<file path="src/rtl/mc_rd_pack_ctrl_pkg.sv">
// Shared types and constants for the memory-controller read-packing sequencer.
// Bus-width codes match the controller-wide csc[5:4] encoding.
package mc_rd_pack_ctrl_pkg;

  localparam logic [1:0] MC_BW_8  = 2'd0;
  localparam logic [1:0] MC_BW_16 = 2'd1;
  localparam logic [1:0] MC_BW_32 = 2'd2;

  typedef enum logic {
    MC_PK_IDLE = 1'b0,
    MC_PK_RUN  = 1'b1
  } mc_pk_state_e;

  // Byte offset presented to narrow devices for a given beat; reserved width 3 acts as 32-bit
  function automatic logic [1:0] pk_adr_lsb(input logic [1:0] bw, input logic [1:0] cnt);
    logic [1:0] a;
    a = 2'b00;
    if (bw == MC_BW_8)       a = cnt;
    else if (bw == MC_BW_16) a = {cnt[0], 1'b0};
    return a;
  endfunction

endpackage

</file>
<file path="src/rtl/mc_rd_beat_cnt.sv">
// Beat counter within one assembled word: tracks the beat index, flags the
// final beat for the current bus width and decodes the pack latch enables.
module mc_rd_beat_cnt
  import mc_rd_pack_ctrl_pkg::*;
(
  input  logic       clk,
  input  logic       rst,
  input  logic       clr,
  input  logic [1:0] bw,
  input  logic       beat_en,
  output logic [1:0] cnt_nxt,
  output logic       last_beat,
  output logic       pack_le0,
  output logic       pack_le1,
  output logic       pack_le2
);

  logic [1:0] cnt;
  logic       is8, is16;

  assign is8  = (bw == MC_BW_8);
  assign is16 = (bw == MC_BW_16);

  always_comb begin
    last_beat = 1'b1;
    if (is8)       last_beat = (cnt == 2'd3);
    else if (is16) last_beat = cnt[0];
  end

  always_comb begin
    cnt_nxt = cnt;
    if (clr)          cnt_nxt = 2'd0;
    else if (beat_en) cnt_nxt = last_beat ? 2'd0 : cnt + 2'd1;
  end

  assign pack_le0 = beat_en & ((is8 & (cnt == 2'd0)) | (is16 & ~cnt[0]));
  assign pack_le1 = beat_en & is8 & (cnt == 2'd1);
  assign pack_le2 = beat_en & is8 & (cnt == 2'd2);

  always_ff @(posedge clk or posedge rst) begin
    if (rst) cnt <= 2'd0;
    else     cnt <= cnt_nxt;
  end

endmodule

</file>
<file path="src/rtl/mc_rd_pack_ctrl.sv">
// Read-packing sequencer: runs a multi-word read burst, driving pack latch
// enables and word-valid to mc_dp with zero latency from the beat strobe.
module mc_rd_pack_ctrl
  import mc_rd_pack_ctrl_pkg::*;
#(
  parameter int WCW = 8
) (
  input  logic           clk,
  input  logic           rst,
  input  logic [31:0]    csc,
  input  logic           rd_start,
  input  logic [WCW-1:0] rd_words,
  input  logic           beat_v,
  input  logic           abort,
  output logic           pack_le0,
  output logic           pack_le1,
  output logic           pack_le2,
  output logic           dv,
  output logic [1:0]     adr_lsb,
  output logic           busy,
  output logic           done
);

  mc_pk_state_e   state, state_nxt;
  logic [1:0]     bw_q;
  logic [WCW-1:0] words_left;
  logic [1:0]     cnt_nxt;
  logic           start, beat_en, last_beat, last_word;
  logic           unused_csc;

  assign unused_csc = ^{csc[31:6], csc[3:0]};

  assign start     = (state == MC_PK_IDLE) & rd_start;
  assign beat_en   = (state == MC_PK_RUN) & beat_v & ~abort;
  assign last_word = (words_left == WCW'(1));
  assign dv        = beat_en & last_beat;
  assign busy      = (state == MC_PK_RUN);

  mc_rd_beat_cnt u_beat_cnt (
    .clk      (clk),
    .rst      (rst),
    .clr      (start),
    .bw       (bw_q),
    .beat_en  (beat_en),
    .cnt_nxt  (cnt_nxt),
    .last_beat(last_beat),
    .pack_le0 (pack_le0),
    .pack_le1 (pack_le1),
    .pack_le2 (pack_le2)
  );

  always_comb begin
    state_nxt = state;
    case (state)
      MC_PK_IDLE: if (rd_start) state_nxt = MC_PK_RUN;
      MC_PK_RUN:  if (abort || (dv && last_word)) state_nxt = MC_PK_IDLE;
      default:    state_nxt = MC_PK_IDLE;
    endcase
  end

  always_ff @(posedge clk or posedge rst) begin
    if (rst) begin
      state      <= MC_PK_IDLE;
      bw_q       <= MC_BW_32;
      words_left <= '0;
      done       <= 1'b0;
      adr_lsb    <= 2'b00;
    end else begin
      state   <= state_nxt;
      done    <= dv & last_word;
      // Tracks the counter's next value so the offset lines up with the beat it addresses
      adr_lsb <= pk_adr_lsb(bw_q, cnt_nxt);
      if (start) begin
        bw_q       <= csc[5:4];
        words_left <= (rd_words == '0) ? WCW'(1) : rd_words;
      end else if (dv) begin
        words_left <= words_left - WCW'(1);
      end
    end
  end

endmodule

</file>
<file path="config.mk">
export PLATFORM = sky130hd
export DESIGN_NAME = mc_rd_pack_ctrl
export DESIGN_NICKNAME = d
export VERILOG_FILES = /design/src/rtl/mc_rd_pack_ctrl_pkg.sv /design/src/rtl/mc_rd_beat_cnt.sv /design/src/rtl/mc_rd_pack_ctrl.sv
export SDC_FILE = /design/constraint.sdc
export NUM_CORES = 1
export LEC_CHECK = 0
export BUFFER_PORTS_ARGS = -buffer_cell sky130_fd_sc_hd__buf_2
export CORE_ASPECT_RATIO = 1.5
export CORE_MARGIN = 5
export CORE_UTILIZATION = 46
export CTS_CLUSTER_SIZE = 40
export DETAILED_ROUTE_END_ITERATION = 10
export PLACE_DENSITY = 0.85
export SLEW_MARGIN = 40
export SYNTH_ARGS = -nofsm -noshare
export SYNTH_HDL_FRONTEND = slang
export SYNTH_SLANG_ARGS = --single-unit
</file>
<file path="constraint.sdc">
create_clock -name clk -period 4.15 [get_ports clk]
set_input_delay 0.2075 -clock clk [delete_from_list [all_inputs] [get_ports clk]]
set_output_delay 0.2075 -clock clk [all_outputs]
set_load 0.03 [all_outputs]
</file>
==> flow_summary.toml <==
[outcome]
status = "completed"

[routing]
routed_wl_mm = 2.12
drtPass1Iterations = 4
drt_iter0_drc = 13
wire_per_inst_um = 14.7
drc_errors = 0
dr_total_vias = 862
avgViaCountPerCell = 5.99
final_antenna_net_count = 0

[clock_network]
cts_tree = "yes"
post-cts-setup-buffer-count = 0
htree_levels = 1
cts_inserted_buffers = 3
path_clk_slew_ns = 0.09
cts_resized = 0
clockBufferDepth = 2
clk_latency_ns = 0.29
cts_sinks = 16
clock-root-buffer = "clkbuf_4"

[synthesis]
synth_edf_count = 0
synth_area_leaders = "dfrtp_1 (39%), ha_1 (7.9%), nand2_1 (4.3%)"
yosys_warnings = 0
ys_async_sr_fraction_pct = 100
syn-num-nets = 150
synth_top_area_cell = "dfrtp_1"
avgSynthCellArea_um2 = 9.64
synth_top_area_share_pct = 39.3
synth_cell_types = 36
synth-seq-cells = 16
yosysSeqAreaShare_pct = 42.1
synth_area_um2 = 955
postSynthCellCount = 99
ys.flop_type = "dfrtp_1"

[critical_path]
critPathArrivalTime_ns = 1.96
start_kind = "register"
cp-end-kind = "output pin"
ff2ff_setup_slack_ns = 2.26
worst-setup-path-type = "register to output pin"
critPathMaxFanout = 16
cp.required_ns = 3.94

[flow_run]
drv_cap = 0

[sta]
period_needed_ns = 2.17
slew_headroom_pct = 58.7
tightest_slew_ns = 0.617
period_share_pct = 52.2
finalSetupViolations = 0
clock.fmax_ghz = 0.461
finalHoldViolCount = 0
fin_setup_tns_ns = 0
rsz0062_at_grt = "false"
skew_ns = 0.00193
drv_slew = 0

[global_route]
gr-total-overflow = 0
grt_max_degree = 17
grt_pass1_wl_mm = 3.60
grt_usage_pct = 15.7
antenna_found_initial = 0
first_global_vias = 858

[placed_design]
dp_hpwl_mm = 1.68
dpl_cell_area_um2 = 1070
port_buffers = 22
gp_congestion = 0.813

[finish]
final_cell_area_um2 = 1120
layout_common_cells = "buf_2 (22), dfrtp_1 (15), nand2_1 (11)"
insertedDiodeCount = 0
syn_to_final_growth_pct = 17.2
final_common_cell = "buf_2"
drive_gt1_share_pct = 27.9
num-nets-final = 174

[pwr]
comb_power_share_pct = 29.6
switching_share_pct = 35.5
switching_power_uw = 163
clkPwrFrac_pct = 22.5
vdd_ir_drop_max_v = 0.000208
internal_power_uw = 296
p_leak_nw = 0.548
pwr_density_cell_nw_per_um2 = 410
seqPwrFrac_pct = 47.9

[floorplanning]
rows = 20
die_w_um = 47.2
core-area_um2 = 2000
start_util_pct = 47.7
die-area_um2 = 3110
die_height_um = 65.8
ios = 53

[hold_path]
hold_class = "primary input to register"
-- stage by stage --
stage	setup slack [ns]	util (%)	hold slack, ns	power [mW]	cells
global placement	2.31	53.4	0.298	0.347	139
detailed placement	2.26	53.6	0.303	0.358	139
CTS	1.97	55.9	0.103	0.461	144
floorplan	2.42	-	0.121	0.316	99
finish	1.98	55.9	0.101	0.459	144
global route	1.86	55.9	0.103	0.492	144
-- sequential cells by signal (all words and copies together) (netlist names) --
signal	flops
words_left	8
adr_lsb	2
bw_q	2
u_beat_cnt.cnt	2
busy	1
done	1
-- final timing paths --
kind / start / to / depth (start not counted)
max in group asynchronous: rst / busy / 3
hold / removal: csc[5] / bw_q[1] / 3
min in group asynchronous: rst / adr_lsb[0] / 3
hold reg to reg: words_left[6] / words_left[6] / 2
setup reg to reg: u_beat_cnt.cnt[0] / words_left[4] / 6
setup / recovery: u_beat_cnt.cnt[0] / dv / 5
-- cell usage after synthesis (2+ instances only) --
cell type and number:
nand3_1 8, nor3_1 3, or3_1 2, dfrtp_1 15, nor3b_1 2, and3_1 2
inv_1 7, o311ai_0 3, nor2_1 5, o211ai_1 3, clkbuf_1 3, a221o_1 2
nand3b_1 2, mux2i_1 2, nand2_1 11, or4_1 2, ha_1 6, o21ai_0 3
-- power groups by stage --
stage	clock (mW)	combinational, mW	sequential (mW)
finish	0.103	0.136	0.220
global route	0.112	0.154	0.226
CTS	0.105	0.137	0.219
detailed placement	0	0.136	0.222
global placement	0	0.127	0.220
floorplan	0	0.0934	0.223
-- logic make-up after synthesis --
group	after synthesis	synth area share, %
buf+inv	11	5.11
compound gates	19	16.6
flops	16	42.1
fa+ha+maj	6	7.86
simple gates	44	24.6
mux	3	3.67
-- metal layers --
layer / vias to the layer above / GRT usage, % / routed length, µm
met3: 7 / 1.63 / 163
li1: 412 / - / -
met4: 0 / 6.23 / 48
met1: 408 / 18.8 / 783
met5: - / 0 / 0
met2: 35 / 27.4 / 1120
-- critical path: stages, from the launching register on --
cell     delay, ns
dfrtp_1       0.45
ha_1          0.22
mux2_4        0.29
o21ai_4       0.34
inv_1         0.15
buf_2         0.21
-- repair_timing --
| item | in CTS | in global routing |
|---|---|---|
| hold endpoints to repair | 15 | 0 |
| endpoints found under the setup margin | 0 | 0 |
| hold buffers | 1 | 0 |
-- layout make-up --
class	count	area, µm²
flip-flops and latches	16	402
fillers	197	883
clock buffers	4	36.3
inverters	7	26.3
multi-input cells	72	507
well taps	22	27.5
repair buffers	23	120
Note: power is estimated with default switching activity, not from simulation.
